`src/rtl/imem_loader.sv`:
```
`default_nettype none
// ============================================================================
// Module  : imem_loader
// Brief   : Byte-stream boot loader; writes a checksummed image into IMEM.
// Revision: 1.0
// ============================================================================
module imem_loader #(
  parameter logic [15:0] BASE_ADDR = 16'h0000,
  parameter int          MAX_WORDS = 16384
) (
  input  logic        clk,
  input  logic        rst,
  input  logic        in_valid,
  input  logic [7:0]  in_data,
  output logic        in_ready,
  output logic [7:0]  w_mask,
  output logic [15:0] address,
  output logic [63:0] write_data,
  output logic        core_hold,
  output logic        done,
  output logic        error
);

  typedef enum logic [2:0] {
    IDLE = 3'd0,
    LEN0 = 3'd1,
    LEN1 = 3'd2,
    DATA = 3'd3,
    CSUM = 3'd4,
    DONE = 3'd5,
    ERR  = 3'd6
  } state_t;

  localparam logic [7:0]  c_sync      = 8'hA5;
  localparam logic [16:0] c_max_words = 17'(MAX_WORDS);

  state_t      r_state;
  logic [15:0] r_len;
  logic [15:0] r_word_idx;
  logic [1:0]  r_byte_idx;
  logic [23:0] r_word;
  logic [7:0]  r_csum;

  logic        w_xfer;
  logic [15:0] w_len_full;
  logic        w_len_bad;
  logic [15:0] w_addr;

  assign w_xfer     = in_valid & in_ready;
  assign w_len_full = {in_data, r_len[7:0]};
  assign w_len_bad  = (w_len_full == 16'd0) || ({1'b0, w_len_full} > c_max_words);
  // Byte address of the current word; wraps naturally at 16 bits.
  assign w_addr     = BASE_ADDR + (r_word_idx << 2);

  always_ff @(posedge clk or negedge rst) begin
    if (!rst) begin
      r_state    <= IDLE;
      r_len      <= 16'h0000;
      r_word_idx <= 16'h0000;
      r_byte_idx <= 2'd0;
      r_word     <= 24'h000000;
      r_csum     <= 8'h00;
      in_ready   <= 1'b0;
      w_mask     <= 8'h00;
      address    <= 16'h0000;
      write_data <= 64'h0;
      core_hold  <= 1'b1;
      done       <= 1'b0;
      error      <= 1'b0;
    end else begin
      // A write strobe lasts exactly one cycle; address/data hold afterwards.
      w_mask <= 8'h00;
      case (r_state)
        IDLE: begin
          in_ready <= 1'b1;
          if (w_xfer && (in_data == c_sync)) begin
            r_state <= LEN0;
            r_csum  <= 8'h00;
          end
        end
        LEN0: begin
          if (w_xfer) begin
            r_len[7:0] <= in_data;
            r_state    <= LEN1;
          end
        end
        LEN1: begin
          if (w_xfer) begin
            r_len[15:8] <= in_data;
            r_word_idx  <= 16'h0000;
            r_byte_idx  <= 2'd0;
            if (w_len_bad) begin
              r_state  <= ERR;
              in_ready <= 1'b0;
              error    <= 1'b1;
            end else begin
              r_state <= DATA;
            end
          end
        end
        DATA: begin
          if (w_xfer) begin
            r_csum     <= r_csum ^ in_data;
            r_byte_idx <= r_byte_idx + 2'd1;
            case (r_byte_idx)
              2'd0: r_word[7:0]   <= in_data;
              2'd1: r_word[15:8]  <= in_data;
              2'd2: r_word[23:16] <= in_data;
              default: begin
                w_mask     <= 8'h0F;
                address    <= w_addr;
                write_data <= {32'h0, in_data, r_word};
                r_word_idx <= r_word_idx + 16'd1;
                if (r_word_idx == (r_len - 16'd1)) begin
                  r_state <= CSUM;
                end
              end
            endcase
          end
        end
        CSUM: begin
          if (w_xfer) begin
            in_ready <= 1'b0;
            if (in_data == r_csum) begin
              r_state   <= DONE;
              done      <= 1'b1;
              core_hold <= 1'b0;
            end else begin
              r_state <= ERR;
              error   <= 1'b1;
            end
          end
        end
        DONE: begin
          in_ready <= 1'b0;
        end
        ERR: begin
          in_ready <= 1'b0;
        end
        default: begin
          r_state  <= ERR;
          in_ready <= 1'b0;
          error    <= 1'b1;
        end
      endcase
    end
  end

endmodule
`default_nettype wire
```
`config.mk`:
```
export PLATFORM = sky130hd
export DESIGN_NAME = imem_loader
export DESIGN_NICKNAME = d
export VERILOG_FILES = /design/src/rtl/imem_loader.sv
export SDC_FILE = /design/constraint.sdc
export NUM_CORES = 1
export LEC_CHECK = 0
export CAP_MARGIN = 20
export CORE_ASPECT_RATIO = 1.4
export CORE_MARGIN = 2
export CORE_UTILIZATION = 48
export CTS_CLUSTER_DIAMETER = 120
export DETAILED_ROUTE_END_ITERATION = 10
export GPL_TIMING_DRIVEN = 0
export PLACE_DENSITY = 0.77
export SYNTH_ARGS = -nofsm -noshare
export SYNTH_HDL_FRONTEND = slang
export SYNTH_SLANG_ARGS = --single-unit
```
`constraint.sdc`:
```
create_clock -name clk -period 2.5 [get_ports clk]
set_input_delay 0.25 -clock clk [delete_from_list [all_inputs] [get_ports clk]]
set_output_delay 0.25 -clock clk [all_outputs]
set_load 0.005 [all_outputs]
```
### Word level (Yosys, flattened, before mapping)

Index checks and enable logic that the tools add are counted.

* bits of input ports: 11
* bits in registers: 127
* output and inout port bits: 92

* mux-type cells: 32
* bitwise gates (word level): 6
* reductions and logical operators: 24
* $lt $le $gt $ge: 1
* add/sub/neg operators: 3
* eq/ne operators: 20

Operators by type and width (count)
* 16-bit two-way mux: 3
* 16-bit one-hot mux with 2 select lines: 1
* 3-bit two-way mux: 8
* 3-bit AND reduction: 7
* 2-bit inequality test (second input constant): 9
* 3-bit one-hot mux with 6 select lines: 1
* 16-bit by 1-bit adder with 16-bit output (second input constant): 1
* 16-bit equality test: 1
* 16-bit by 15-bit > comparator with 1-bit output (second input constant): 1
* 16-bit logical NOT: 1
* 8-bit two-way mux: 2
* 8-bit one-hot mux with 2 select lines: 1
* 16-bit by 1-bit subtractor with 16-bit output (second input constant): 1
* 4-bit two-way mux: 3
* 3-bit equality test (second input constant): 3
* 8-bit equality test: 1
* 8-bit equality test (second input constant): 1
* 4-bit AND reduction: 2
* 8-bit AND reduction: 1
* 8-bit bitwise XOR: 1
* 1-bit two-way mux: 7
* 3-bit by 2-bit equality test with 1-bit output (second input constant): 2
* 2-bit two-way mux: 3
* 5-bit AND reduction: 1
* 18 further kinds: 24

### Depth between registers and ports, before layout

* depth in word-level cells: 6
* mapped depth: 10
* gate-level depth less buffers: 8

### Worst setup path before layout

Ideal clock, no wire load.

* kind: reg2reg
* start point: register r_len[0]
* end point: register r_state[1]
* arrival time: 2371 ps
* buffers on the path: 2
* setup slack: -4 ps
* stages on the path, launching flop included: 11
* period minus slack after synthesis: 2504 ps
* cell sequence: dfrtp_1 clkbuf_1 inv_1 ha_1 or4b_1 buf_2 or4_1 nand4_1 nand4_1 nor4_2 a21oi_1

* longest elaborated chain between the ends: 4

Ends and longest elaborated chain
* start, declared: RTL line 38 `logic [15:0] r_len;`
* start signal, assigned: RTL line 83 `r_len[7:0] <= in_data;`
* 16-bit by 1-bit subtractor with 16-bit output: RTL line 114 `if (r_word_idx == (r_len - 16'd1)) begin`
* 16-bit equality test: RTL line 114
* 2-bit inequality test (no source line)
* 8-bit AND reduction (no source line)
* end signal, assigned: RTL line 115 `r_state <= CSUM;`
* end signal, assigned: RTL line 125 `r_state <= DONE;`
* end signal, assigned: RTL line 129 `r_state <= ERR;`
* end, declared: RTL line 37 `state_t r_state;`

No other way between the ends.
A chain may end at the register's enable or synchronous reset.

### Final worst setup path

* start point: register r_len[1]
* end point: register r_state[1]

The elaborated chain is that of the path after synthesis.

==> flow_summary.toml <==
[run_status]
outcome = "finished, final reports clean"

[global_routing]
top_usage_layer = "met2"
grtUsageMet1_pct = 24.53
grt_pass1_vias = 4334
grt-ovfl-total = 0
grtUsageMet3_pct = 5.315
grt_max_degree = 95
grt_pass1_wl_mm = 21.97
use_met2_pct = 37.51
track_usage_pct = 21.32
antenna_found_initial = 0

[clock_tree]
cts_max_level = 4
cts-root-buf = "clkbuf_16"
clockBufferDepth = 2
cts_buffers = 17
clock_sinks = 120
clkLatencyLatePin_ns = 0.41
cts_tree = "yes"
path_clk_slew_ns = 0.05

[detailed_routing]
drt_iter0_markers = 234
wl_per_cell_um = 16.91
drc_errors = 0
ant_nets = 0
finalWirelength_mm = 13.63
first_pass_iters = 4
vias_per_cell = 5.274
vias = 4251

[sta]
period_minus_slack_ns = 2.455
slew_violations = 0
fin_crit_sh_pct = 98.19
setup_viol = 0
tightestPinTransition_ns = 0.8823
maxSlewHeadroom_pct = 41.02
rsz0062_at_grt = "true"
final.setup_skew_ns = 0.01399
max_freq_mhz = 407.4
whs_ns = 0.2722
timing.final.ws_setup_ns = 0.04527
hold_violations = 0

[yosys]
ys_ff_latch = 120
synth-async-reset-ratio_pct = 100.0
synth_edf_count = 0
synth_warnings = 0
synth_area_mm2 = 0.005908
ys.flop_type = "dfrtp_1"
syn_inst = 519
synth_top_area_share_pct = 50.40
synthTopCellsByArea = "dfrtp_1 (50%), mux2_2 (15%), buf_4 (5.2%), xnor2_1 (3.3%), xor2_1 (2.7%)"
yosys.area.top_type = "dfrtp_1"
syn_avg_cell_area_um2 = 11.38
synthDistinctLibCells = 55
synth_seq_area_share_pct = 50.85

[final_layout]
stdcell_area_mm2 = 0.007660
layout_commonest_cell = "dfrtp_1"
synthToLayoutAreaGrowth_pct = 29.65
mostFrequentLayoutCells = "dfrtp_1 (117), mux2_2 (78), clkdlybuf4s50_1 (60)"
fillers = 907
diodes = 0
drive_above_1_share_pct = 27.92
stdcell_count = 806
nets = 664

[placed_design]
place.gp.congestion = 0.9224
place_area_mm2 = 0.006873
dpl.hpwl_mm = 9.515
place_inst = 765
portBuffers = 61
place_ws_ns = -0.4202

[job]
cap_violations = 0

[worst_setup_path]
arrival_ns = 2.73
critical_path_class = "flip-flop to flip-flop"
crit_required_ns = 2.77
worstPathMaxFanout = 5
end_kind = "flip-flop"
start_kind = "flip-flop"

[die]
die-area_mm2 = 0.01322
core_area_mm2 = 0.01194
num_rows = 47
die-width_um = 97.77
fp.dieH_um = 135.3
io_pins = 103
start_util_pct = 49.49

[power]
p_per_area_mw_per_mm2 = 921.3
leakage_nw = 3.661
irDropWorstVdd_mv = 0.6287

[worst_hold_path]
hold_path_class = "primary input to asynchronous set/reset pin"
==> through the flow <==
step	TNS [ns]	total power, mW	utilization [%]
2_1_floorplan	0	3.816	-
3_3_place_gp	-397.16	4.246	57.33
3_5_place_dp	-6.041	4.336	57.57
4_1_cts	-0.01179	7.012	63.77
5_1_grt	-0.1886	7.421	64.17
6_report	0	7.057	64.17
==> area by class of cell <==
type                       instances  area (um^2)  area share, %
clock buffer                      24        491.7          6.419
clock inverter                     8        117.6          1.535
tap                              147        183.9          2.401
sequential                       120         3007          39.25
timing repair buffer              73        737.0          9.621
multi-input combinational        358         2678          34.96
buffer                            63        396.6          5.178
inverter                          13        48.80         0.6370
==> path summary, 6_finish.rpt <==
check | startpoint | end | slack [ns] | depth (start not counted)
max | r_len[1] | r_state[1] | 0.05 | 9
min | rst | address[3] | 0.27 | 2
max reg2reg | r_len[1] | r_state[1] | 0.05 | 9
min reg2reg | done | done | 0.47 | 1
max in group asynchronous | rst | r_len[1] | 1.48 | 3
min in group clk | in_data[1] | r_len[1] | 0.35 | 3
==> repair_timing <==
action,in CTS,in global routing
gates resized for setup,13,11
setup endpoints to repair,13,39
hold endpoints to repair,26,0
hold buffers,1,0
buffers inserted,8,2
pin swaps,5,8
==> state kept, by name, summed over array words and instances, names as in the netlist <==
name        flops
w_mask          1
core_hold       1
error           1
r_word_idx     16
r_word         24
write_data     32
done            1
r_csum          8
r_state         3
r_byte_idx      2
in_ready        1
r_len          16
address        14
==> synth_stat cells (4+ instances only) <==
cell type    n
clkbuf_1    17
or3_1        6
inv_1       13
nor4_1       8
a22o_1       8
nand2b_1     4
and2_1       4
nand2_1     26
xnor2_1     22
buf_1        5
nor3_1      13
nand3_1     11
xor2_1      18
nor2_1      23
nand4_1      9
a21oi_1      8
nor2b_1      9
mux2_2      78
ha_1         7
buf_4       41
o21ai_0     26
dfrtp_1    119
==> kinds of logic after synthesis <==
group                      Yosys count  share of synthesized area, %
and+or+nand+nor                    132                         12.16
DFF                                120                         50.85
muxes                               79                         15.04
buffers and inverters               78                         7.603
AOI/OAI and AO/OA                   62                         6.883
xor gates and xnor gates            40                         5.930
adders and majority gates            7                         1.482
other                                1                       0.06347
==> layer usage <==
layer | share of wire, % | routed length (um)
met1 | 39 | 5301
met2 | 53 | 7184
met3 | 5.1 | 691
met4 | 3.3 | 451
met5 | 0 | 0
==> power breakdown <==
| part | switching [mW] | internal (mW) |
|---|---|---|
| Sequential | 0.380 | 2.32 |
| Combinational | 0.933 | 0.927 |
| Clock | 0.829 | 1.67 |
==> critical path, stage by stage, from the launching register on <==
cell and delay, ns:
dfrtp_2 0.40, inv_2 0.08, ha_4 0.14, or4b_4 0.49, buf_12 0.16, nor4_4 0.22
mux2i_1 0.25, a211oi_2 0.08, nor4_4 0.39, a21oi_1 0.12
Note: power is estimated with default switching activity, not from simulation.
==> RTL change, RTL diff (same flow settings) <==
Encoding of `state_t`: now one-hot (7 bits for 7 states).
--- a/src/rtl/imem_loader.sv
+++ b/src/rtl/imem_loader.sv
@@ -21,14 +21,14 @@
   output logic        error
 );
 
-  typedef enum logic [2:0] {
-    IDLE = 3'd0,
-    LEN0 = 3'd1,
-    LEN1 = 3'd2,
-    DATA = 3'd3,
-    CSUM = 3'd4,
-    DONE = 3'd5,
-    ERR  = 3'd6
+  typedef enum logic [6:0] {
+    IDLE = 7'b0000001,
+    LEN0 = 7'b0000010,
+    LEN1 = 7'b0000100,
+    DATA = 7'b0001000,
+    CSUM = 7'b0010000,
+    DONE = 7'b0100000,
+    ERR  = 7'b1000000
   } state_t;
 
   localparam logic [7:0]  c_sync      = 8'hA5;
Function: no difference found for any inputs over 10 cycles, from zero or initial values and one cycle with rst low; not proved beyond that.
==> RTL change against the original RTL <==
  * The run now ends with negative setup slack left
  * Core utilization decreased by 0.82 points
  * Critical endpoint is now r_state[6]$_DFFE_PN0P_
  * Wire length increased by 8.3%
  * Die area increased by 6.4%
  * Cell count increased by 7.1%
  * Cell area increased by 6.0%
  * Synthesized area increased by 6.6%
  * Sequential cell count increased by 4
  * Worst setup slack got worse by 0.065 ns
Power is not compared: it rests on default switching activity, and its combinational part moved more than twofold at a synthesized area within 25%.
==> RTL change: results (changes against the original RTL) <==
drive_gt1_share_pct: 30.85  # +2.9 points
yosysSeqAreaShare_pct: 49.29  # -1.6 points
max_stage_delay_ns: 0.46  # -0.03 ns
cpMaxStageDelayCell: "dfrtp_2"
violations: "negative setup slack"
gp_congestion: 0.8772  # -4.9%
p_per_area_mw_per_mm2: 560.1
hpwl_um: 9883  # +3.9%
grt_pass1_wl_um: 23650  # +7.6%
fin_nets: 715  # +7.7%
placed_area_mm2: 0.007277  # +5.9%
grt_max_degree: 94  # -1.1%
setup_viol: 1  # +1
grt_antenna_before_repair: 0  # unchanged
yosysUniqueCellTypes: 66  # +20%
netlist_top_cells_area: "dfrtp_1, mux2_2, buf_4"
grt_pass1_vias: 4885  # +13%
status: "finished with violations"
arrival_ns: 2.82  # +0.09 ns
skew_ns: 0.01223  # -0.001754 ns
setup_ws_ns: -0.01925  # -0.06452 ns
first_iter_violations: 308  # +32%
synth_commonest_cells: "dfrtp_1, mux2_2, nand2_1"
grt_usage_pct: 21.34  # about the same
wl_per_cell_um: 17.10  # +1.1%
tightest_slew_ns: 0.7069  # -0.1754 ns
p_leak_nw: 3.894
vias: 4730  # +11%
yosys_warnings: 0  # unchanged
nFillCells: 960  # +5.8%
RTL change: cell count changes after synthesis, sizes merged, moves of 5 or more:
cell   unedited run  this run
a22o              8         2
nand2            26        42
nor2             23        33
nor2b             9         2
nor3             13         6
o21ai            26        38
or4               2         8
xnor2            22        17
RTL change: layout make-up:
class	count	area share (%)
Buffer	69	5.657
Clock buffer	17	5.241
Clock inverter	15	1.881
Inverter	11	0.5395
Multi-Input combinational cell	391	36.16
Sequential cell	124	38.31
Tap cell	153	2.359
Timing Repair Buffer	83	9.850
RTL change: cell families after synthesis:
group                    count (synthesis)  synth area share, %
buffers and inverters                   83                7.943
adder cells (fa/ha/maj)                  7                1.390
AND/OR/NAND/NOR                        155                13.90
multiplexers                            84                15.21
other                                    1              0.05951
AO/OA/AOI/OAI                           70                7.069
XOR/XNOR                                37                5.143
flip-flops                             124                49.29
RTL change: critical path, delay by kind of cell, from the launching register on:
kind / cells / cell delay [ns]
buffers and inverters: 1 / 0.09
muxes: 1 / 0.37
AOI/OAI and AO/OA: 2 / 0.40
and+or+nand+nor: 4 / 0.93
DFF: 1 / 0.46
adders and majority gates: 1 / 0.16
RTL change: worst paths after layout:
kind | slack (ns) | to | startpoint | cells after the start
max | -0.02 | r_state[6]$_DFFE_PN0P_ | r_len[0]$_DFFE_PN0P_ | 9
min | 0.26 | done$_DFFE_PN0P_ | rst | 2
max reg2reg | -0.02 | r_state[6]$_DFFE_PN0P_ | r_len[0]$_DFFE_PN0P_ | 9
min reg2reg | 0.47 | done$_DFFE_PN0P_ | done$_DFFE_PN0P_ | 1
max in group asynchronous | 1.48 | address[14]$_DFFE_PN0P_ | rst | 3
min in group clk | 0.32 | r_len[1]$_DFFE_PN0P_ | in_data[1] | 3
RTL change: where the power goes:
group,internal (W),switching (W)
registers,0.00201,0
logic,0.0000612,0.0000924
clock network,0.00140,0.000986
RTL change: metrics by stage:
stage          setup slack (ns)  std cells  setup TNS, ns  hold WS, ns
6_report               -0.01925        863       -0.01925       0.2626
4_1_cts               -0.008479        853      -0.008479       0.2787
3_3_place_gp             -3.409        812        -446.55       0.4503
5_1_grt                 -0.1011        863        -0.3912       0.2986
3_5_place_dp            -0.5556        813         -31.36       0.1535
2_1_floorplan          0.001398        598              0     -0.04559
RTL change: metal layers:
layer	part of all wire (%)	GRT usage, %	vias up
met5	0	0	-
met4	3.3	10.67	0
met3	5.4	5.274	44
met2	53	36.81	154
met1	38	24.18	2365
li1	-	-	2167
RTL change: timing repair:
item | CTS | global route
resized for setup | 14 | 17
hold endpoints to repair | 31 | 0
pin swaps | 5 | 4
hold buffers | 1 | 0
endpoints found under the setup margin | 61 | 47
buffers inserted | 9 | 11
